--- src/rtl/fb_sdram_arbiter.sv ---
// Read-priority arbiter sharing one sdram_controller host port between scanout reads
// and a posted render write FIFO. Define FB_ARB_STATS_EN to add grant/stall counters.
module fb_sdram_arbiter #(
  parameter int unsigned ADDR_W      = 24,
  parameter int unsigned DATA_W      = 16,
  parameter int unsigned WFIFO_DEPTH = 8,
  parameter int unsigned STARVE_MAX  = 4
) (
  input  logic                         clk,
  input  logic                         rst,
  input  logic                         wr_req_valid,
  output logic                         wr_req_ready,
  input  logic [ADDR_W-1:0]            wr_req_addr,
  input  logic [DATA_W-1:0]            wr_req_data,
  input  logic                         rd_req_valid,
  output logic                         rd_req_ready,
  input  logic [ADDR_W-1:0]            rd_req_addr,
  output logic                         rd_resp_valid,
  output logic [DATA_W-1:0]            rd_resp_data,
  output logic [ADDR_W-1:0]            ctrl_wr_addr,
  output logic [DATA_W-1:0]            ctrl_wr_data,
  output logic                         ctrl_wr_enable,
  output logic [ADDR_W-1:0]            ctrl_rd_addr,
  output logic                         ctrl_rd_enable,
  input  logic [DATA_W-1:0]            ctrl_rd_data,
  input  logic                         ctrl_rd_ready,
  input  logic                         ctrl_busy,
`ifdef FB_ARB_STATS_EN
  output logic [31:0]                  stat_wr_count,
  output logic [31:0]                  stat_rd_count,
  output logic [31:0]                  stat_full_stall,
`endif
  output logic [$clog2(WFIFO_DEPTH):0] wfifo_level
);

  localparam int unsigned PW = $clog2(WFIFO_DEPTH);
  localparam int unsigned CW = PW + 1;
  localparam int unsigned SW = $clog2(STARVE_MAX + 1);
  localparam logic [CW-1:0] FULL_LVL   = CW'(WFIFO_DEPTH);
  localparam logic [SW-1:0] STARVE_LIM = SW'(STARVE_MAX);

  typedef enum logic [2:0] {
    ST_IDLE,
    ST_WR_ISSUE,
    ST_RD_ISSUE,
    ST_WR_WAIT,
    ST_RD_WAIT
  } state_t;

  state_t            state_q, state_d;
  logic [ADDR_W-1:0] mem_addr_q [WFIFO_DEPTH];
  logic [ADDR_W-1:0] mem_addr_d [WFIFO_DEPTH];
  logic [DATA_W-1:0] mem_data_q [WFIFO_DEPTH];
  logic [DATA_W-1:0] mem_data_d [WFIFO_DEPTH];
  logic [PW-1:0]     wr_ptr_q, wr_ptr_d, rd_ptr_q, rd_ptr_d;
  logic [CW-1:0]     count_q, count_d;
  logic [SW-1:0]     starve_q, starve_d;
  logic              seen_busy_q, seen_busy_d;
  logic              wait_late_q, wait_late_d;
  logic              captured_q, captured_d;
  logic [ADDR_W-1:0] ctrl_wr_addr_q, ctrl_wr_addr_d, ctrl_rd_addr_q, ctrl_rd_addr_d;
  logic [DATA_W-1:0] ctrl_wr_data_q, ctrl_wr_data_d;
  logic              ctrl_wr_en_q, ctrl_wr_en_d, ctrl_rd_en_q, ctrl_rd_en_d;
  logic              rd_resp_valid_q, rd_resp_valid_d;
  logic [DATA_W-1:0] rd_resp_data_q, rd_resp_data_d;

  logic full, empty, push, arb_ok, rd_grant, wr_grant;

  assign full         = (count_q == FULL_LVL);
  assign empty        = (count_q == '0);
  assign wr_req_ready = !rst && !full;
  assign push         = wr_req_valid && wr_req_ready;
  assign arb_ok       = !rst && (state_q == ST_IDLE) && !ctrl_busy;
  // A full FIFO overrides read priority so the render side can make progress.
  assign rd_grant     = arb_ok && !full && rd_req_valid && (empty || (starve_q < STARVE_LIM));
  assign wr_grant     = arb_ok && !empty && !rd_grant;

  assign rd_req_ready   = rd_grant;
  assign rd_resp_valid  = rd_resp_valid_q;
  assign rd_resp_data   = rd_resp_data_q;
  assign ctrl_wr_addr   = ctrl_wr_addr_q;
  assign ctrl_wr_data   = ctrl_wr_data_q;
  assign ctrl_wr_enable = ctrl_wr_en_q;
  assign ctrl_rd_addr   = ctrl_rd_addr_q;
  assign ctrl_rd_enable = ctrl_rd_en_q;
  assign wfifo_level    = count_q;

  always_comb begin
    mem_addr_d = mem_addr_q;
    mem_data_d = mem_data_q;
    wr_ptr_d   = wr_ptr_q;
    rd_ptr_d   = rd_ptr_q;
    count_d    = count_q;
    if (push) begin
      mem_addr_d[wr_ptr_q] = wr_req_addr;
      mem_data_d[wr_ptr_q] = wr_req_data;
      wr_ptr_d             = wr_ptr_q + PW'(1);
    end
    if (wr_grant) begin
      rd_ptr_d = rd_ptr_q + PW'(1);
    end
    case ({push, wr_grant})
      2'b10:   count_d = count_q + CW'(1);
      2'b01:   count_d = count_q - CW'(1);
      default: count_d = count_q;
    endcase
  end

  always_comb begin
    state_d         = state_q;
    starve_d        = starve_q;
    seen_busy_d     = seen_busy_q;
    wait_late_d     = wait_late_q;
    captured_d      = captured_q;
    ctrl_wr_addr_d  = ctrl_wr_addr_q;
    ctrl_wr_data_d  = ctrl_wr_data_q;
    ctrl_rd_addr_d  = ctrl_rd_addr_q;
    ctrl_wr_en_d    = 1'b0;
    ctrl_rd_en_d    = 1'b0;
    rd_resp_valid_d = 1'b0;
    rd_resp_data_d  = rd_resp_data_q;
    case (state_q)
      ST_IDLE: begin
        if (rd_grant) begin
          ctrl_rd_addr_d = rd_req_addr;
          ctrl_rd_en_d   = 1'b1;
          if (!empty && (starve_q != STARVE_LIM)) starve_d = starve_q + SW'(1);
          state_d = ST_RD_ISSUE;
        end else if (wr_grant) begin
          ctrl_wr_addr_d = mem_addr_q[rd_ptr_q];
          ctrl_wr_data_d = mem_data_q[rd_ptr_q];
          ctrl_wr_en_d   = 1'b1;
          starve_d       = '0;
          state_d        = ST_WR_ISSUE;
        end
      end
      ST_WR_ISSUE: begin
        seen_busy_d = 1'b0;
        wait_late_d = 1'b0;
        state_d     = ST_WR_WAIT;
      end
      ST_RD_ISSUE: begin
        captured_d = 1'b0;
        state_d    = ST_RD_WAIT;
      end
      ST_WR_WAIT: begin
        // Without a busy phase, give up after the second wait cycle.
        seen_busy_d = seen_busy_q | ctrl_busy;
        wait_late_d = 1'b1;
        if (seen_busy_q ? !ctrl_busy : (!ctrl_busy && wait_late_q)) state_d = ST_IDLE;
      end
      ST_RD_WAIT: begin
        if (captured_q) begin
          if (!ctrl_busy) state_d = ST_IDLE;
        end else if (ctrl_rd_ready) begin
          rd_resp_data_d  = ctrl_rd_data;
          rd_resp_valid_d = 1'b1;
          captured_d      = 1'b1;
        end
      end
      default: state_d = ST_IDLE;
    endcase
  end

  always_ff @(posedge clk) begin
    mem_addr_q <= mem_addr_d;
    mem_data_q <= mem_data_d;
  end

  always_ff @(posedge clk) begin
    if (rst) begin
      state_q         <= ST_IDLE;
      wr_ptr_q        <= '0;
      rd_ptr_q        <= '0;
      count_q         <= '0;
      starve_q        <= '0;
      seen_busy_q     <= 1'b0;
      wait_late_q     <= 1'b0;
      captured_q      <= 1'b0;
      ctrl_wr_addr_q  <= '0;
      ctrl_wr_data_q  <= '0;
      ctrl_rd_addr_q  <= '0;
      ctrl_wr_en_q    <= 1'b0;
      ctrl_rd_en_q    <= 1'b0;
      rd_resp_valid_q <= 1'b0;
      rd_resp_data_q  <= '0;
    end else begin
      state_q         <= state_d;
      wr_ptr_q        <= wr_ptr_d;
      rd_ptr_q        <= rd_ptr_d;
      count_q         <= count_d;
      starve_q        <= starve_d;
      seen_busy_q     <= seen_busy_d;
      wait_late_q     <= wait_late_d;
      captured_q      <= captured_d;
      ctrl_wr_addr_q  <= ctrl_wr_addr_d;
      ctrl_wr_data_q  <= ctrl_wr_data_d;
      ctrl_rd_addr_q  <= ctrl_rd_addr_d;
      ctrl_wr_en_q    <= ctrl_wr_en_d;
      ctrl_rd_en_q    <= ctrl_rd_en_d;
      rd_resp_valid_q <= rd_resp_valid_d;
      rd_resp_data_q  <= rd_resp_data_d;
    end
  end

`ifdef FB_ARB_STATS_EN
  logic [31:0] stat_wr_q, stat_wr_d, stat_rd_q, stat_rd_d, stat_stall_q, stat_stall_d;

  always_comb begin
    stat_wr_d    = stat_wr_q;
    stat_rd_d    = stat_rd_q;
    stat_stall_d = stat_stall_q;
    if (wr_grant) stat_wr_d = stat_wr_q + 32'd1;
    if (rd_grant) stat_rd_d = stat_rd_q + 32'd1;
    if (wr_req_valid && !wr_req_ready) stat_stall_d = stat_stall_q + 32'd1;
  end

  always_ff @(posedge clk) begin
    if (rst) begin
      stat_wr_q    <= '0;
      stat_rd_q    <= '0;
      stat_stall_q <= '0;
    end else begin
      stat_wr_q    <= stat_wr_d;
      stat_rd_q    <= stat_rd_d;
      stat_stall_q <= stat_stall_d;
    end
  end

  assign stat_wr_count   = stat_wr_q;
  assign stat_rd_count   = stat_rd_q;
  assign stat_full_stall = stat_stall_q;
`endif

endmodule
--- config.mk ---
export PLATFORM = sky130hd
export DESIGN_NAME = fb_sdram_arbiter
export DESIGN_NICKNAME = d
export VERILOG_FILES = /design/src/rtl/fb_sdram_arbiter.sv
export SDC_FILE = /design/constraint.sdc
export NUM_CORES = 1
export LEC_CHECK = 0
export BUFFER_PORTS_ARGS = -buffer_cell sky130_fd_sc_hd__buf_2
export CAP_MARGIN = 20
export CORE_ASPECT_RATIO = 0.9
export CORE_UTILIZATION = 52
export DETAILED_ROUTE_END_ITERATION = 12
export PLACE_DENSITY = 0.74
export SETUP_SLACK_MARGIN = 0.05
export SLEW_MARGIN = 20
export SYNTH_ARGS = -nofsm -noshare
export SYNTH_HDL_FRONTEND = slang
export SYNTH_SLANG_ARGS = --single-unit
--- constraint.sdc ---
create_clock -name clk -period 3.95 [get_ports clk]
set_input_delay 0.395 -clock clk [delete_from_list [all_inputs] [get_ports clk]]
set_output_delay 0.395 -clock clk [all_outputs]
set_load 0.005 [all_outputs]
==> run summary <==
CTS Hold Bufs -> 0
# DRC -> 0
Initial Util -> 53.1%
Worst Path Max Fanout -> 41
VDD IR max -> 404 µV
endpoints failing hold -> 0
TritonCTS Buffers -> 42
CP required -> 4.44 ns
Die H -> 168 µm
antenna violations before repair -> 2
# fillers -> 2180
clock transition at the registers of the reported paths -> 0.06 ns
detailed-route via count -> 9145
final worst slack -> 0.762 ns
Worst Path Arrival -> 3.68 ns
Hold Path Origin -> ctrl_rd_data[3]
Startpoint Class -> flop
Layout Cells excl Fill -> 1568
Synth Area in Simple Gates -> 4.74%
CTS root buf -> clkbuf_16
classification of the worst setup path -> flop to flop
Lkg Pwr -> 6.44 nW
area delta synth->final -> 16.9%
register area -> 11700 µm²
run status -> completed
R2R Path End -> wfifo_level[3]
R2R Setup Slk -> 0.76 ns
final-stage net count -> 1224
setup TNS -> 0 ns
Post CTS Setup Buffer Count -> 0
HPWL Detailed -> 19.2 mm
Critical R2R Launch -> wfifo_level[1]
total of max-cap violations -> 0
Cell variety after synth -> 49
WP buf/inv -> 1
htree depth -> 2
post-synthesis mux area share -> 12.3%
largest family of logic cells by synthesized area -> multiplexers
clk_lat worst skew -> 0.56 ns
first-pass GRT wire length -> 50.9 mm
cell count along the critical path -> 9
Synth Flop Type -> edfxtp_1
Power, Total -> 9.40 mW
Power per Cell Area -> 504 nW/µm²
post-synthesis compound-gate area fraction -> 6.87%
highest-delay cell along the critical path -> or3_1
Critical path origin -> wfifo_level[1]
R2R cell count -> 9
cts repair resizes -> 0
DRT Pass-1 Iters -> 5
Post-Synth Adder-Cell Area -> 0.550%
Port Buffers -> 174
pins over their slew limit -> 0
Starting DRT DRC Count -> 672
post-synthesis sequential area ratio -> 73.1%
RSZ-0062 raised after global routing -> false
Setup Skew -> 0.0187 ns
placed cells -> 1489
number of synthesized flops with an enable pin -> 320
final hold slack -> 0.0878 ns
die width -> 187 µm
Detail Route Antenna Nets -> 0
gpl congestion -> 0.811
drt total wl -> 32.8 mm
CP endpoint kind -> flop
Post-synth ARST share -> 0%
via density per instance -> 5.83
layout cells sized above 1 -> 30.1%
WL per Instance -> 20.9 µm
Mapped Nets -> 1050
vias in the first global route -> 9058
setup violators final -> 0
grt total ovfl -> 0
clk sinks -> 422
Max stage delay on crit path -> 0.50 ns
Max Buffers Root-to-Sink -> 3
post-synthesis xor/xnor area fraction -> 0.165%
flops & latches, synth -> 422
Slew HR -> 32.1%
io pins -> 175
Max Fclk -> 0.314 GHz
Ys Warns -> 0
TritonCTS clock tree -> done
crit path time final -> 3.19 ns
mean post-synth cell area -> 16.7 µm²
Die ar. -> 31400 µm²
worst-path cell chain -> or3_1 > and3_1 > nor2_4 > buf_4 > ha_1 > nor4b_1 > o21ai_0 > a211o_1 > nand2_1
row count -> 60
core area -> 30000 µm²
Mapped Cells -> 957
Period Utilization, post-route -> 80.7%
Netlist Area Pre-Place -> 15900 µm²
cell family with most CP delay -> simple AND/OR/NAND/NOR gates
CP endpoint -> wfifo_level[3]
dpl ws -> 0.850 ns
GRT Util Overall -> 21.0%
Multi-input gate area -> 4000 µm²
largest net degree at the start of global routing -> 103
Worst-Margin Slew -> 1.02 ns
worst hold path type -> input port to flop
==> worst min-delay path, stage by stage <==
cell and delay, ns:
buf_2 0.08, mux2i_1 0.05, nor2_1 0.07
==> logic make-up after synthesis <==
kind of cell	after synthesis
flip-flops	422
multiplexers	105
buffers and inverters	78
XOR/XNOR	3
adder cells (fa/ha/maj)	7
AND/OR/NAND/NOR	166
AO/OA/AOI/OAI	176
==> power breakdown <==
| part | internal [mW] | switching [mW] |
|---|---|---|
| registers | 4.88 | 0.0734 |
| logic | 0.270 | 0.378 |
| clock network | 2.17 | 1.62 |
==> area by class of cell <==
cell class,count,share of cell area [%]
clock buffer,63,6.39
timing repair buffer,197,5.88
inverter,11,0.222
antenna,1,0.0134
clock inverter,14,0.752
sequential,422,62.6
tap,403,2.71
multi-input combinational,457,21.5
==> cells in the final DEF (no fill, tap or decap), types with 8 or more instances in the layout <==
cell type / synthesis / routed
a211oi_1: 9 / 9
a21oi_1: 81 / 81
a311oi_1: 33 / 33
buf_2: 25 / 173
buf_4: 4 / 20
clkbuf_1: 34 / 15
clkbuf_16: 0 / 42
dfxtp_1: 102 / 99
edfxtp_1: 320 / 320
inv_1: 10 / 10
mux2i_1: 32 / 32
mux4_2: 73 / 73
nand2_1: 75 / 75
nand3_1: 31 / 31
nor2_1: 31 / 25
o21ai_0: 33 / 32
o22ai_1: 8 / 8
==> synth_stat cells (all sizes together) (2+ instances only) <==
master	n	area (µm²)
buf	32	181
ha	7	87.6
nand2b	6	37.5
o22ai	8	50.1
o211ai	2	20.0
and3	2	12.5
nor2b	2	12.5
o31ai	2	15.0
a211oi	9	67.6
mux4	73	1640
a21oi	81	405
xor2	3	26.3
inv	10	37.5
nor2	32	123
edfxtp	320	9610
nor3	4	25.0
nand2	75	282
o21ai	34	174
nand3	32	165
clkbuf	35	133
mux2i	32	320
a211o	2	17.5
a311oi	33	289
or2	2	12.5
or3	3	18.8
dfxtp	102	2040
==> per-layer routing <==
layer | share of wire [%] | vias to the layer above | track usage, % | wire length (µm)
li1 | - | 4113 | - | -
met1 | 42 | 4537 | 28.5 | 13600
met2 | 48 | 433 | 34.3 | 15800
met3 | 8.3 | 58 | 4.79 | 2720
met4 | 1.9 | 4 | 6.02 | 619
met5 | 0.067 | - | 0 | 22
==> stage by stage <==
step / utilization (%) / instance area [µm²]
CTS: 61.9 / 18600
detailed placement: 57.5 / 17300
floorplan: - / 15900
finish: 62.1 / 18600
global route: 62.0 / 18600
global placement: 57.5 / 17300
==> flip-flops by register name (all words and copies together) (netlist names) <==
signal / flops
mem_addr_q: 192
mem_data_q: 128
ctrl_rd_addr: 24
ctrl_wr_addr: 24
ctrl_wr_data: 16
rd_resp_data: 16
wfifo_level: 4
rd_ptr_q: 3
starve_q: 3
state_q: 3
wr_ptr_q: 3
captured_q: 1
ctrl_rd_enable: 1
ctrl_wr_enable: 1
rd_resp_valid: 1
seen_busy_q: 1
wait_late_q: 1
==> worst min path at each step <==
stage / end / slack [ns] / cells after the start
2_1_floorplan: starve_q[2] / 0.46 / 2
3_3_place_gp: ctrl_rd_addr[8] / 0.46 / 2
3_5_place_dp: ctrl_rd_addr[18] / 0.47 / 2
4_1_cts: rd_resp_data[15] / 0.06 / 3
5_1_grt: rd_resp_data[3] / 0.08 / 3
6_report: rd_resp_data[3] / 0.09 / 3
No activity file was read; power rests on OpenSTA's default activity.
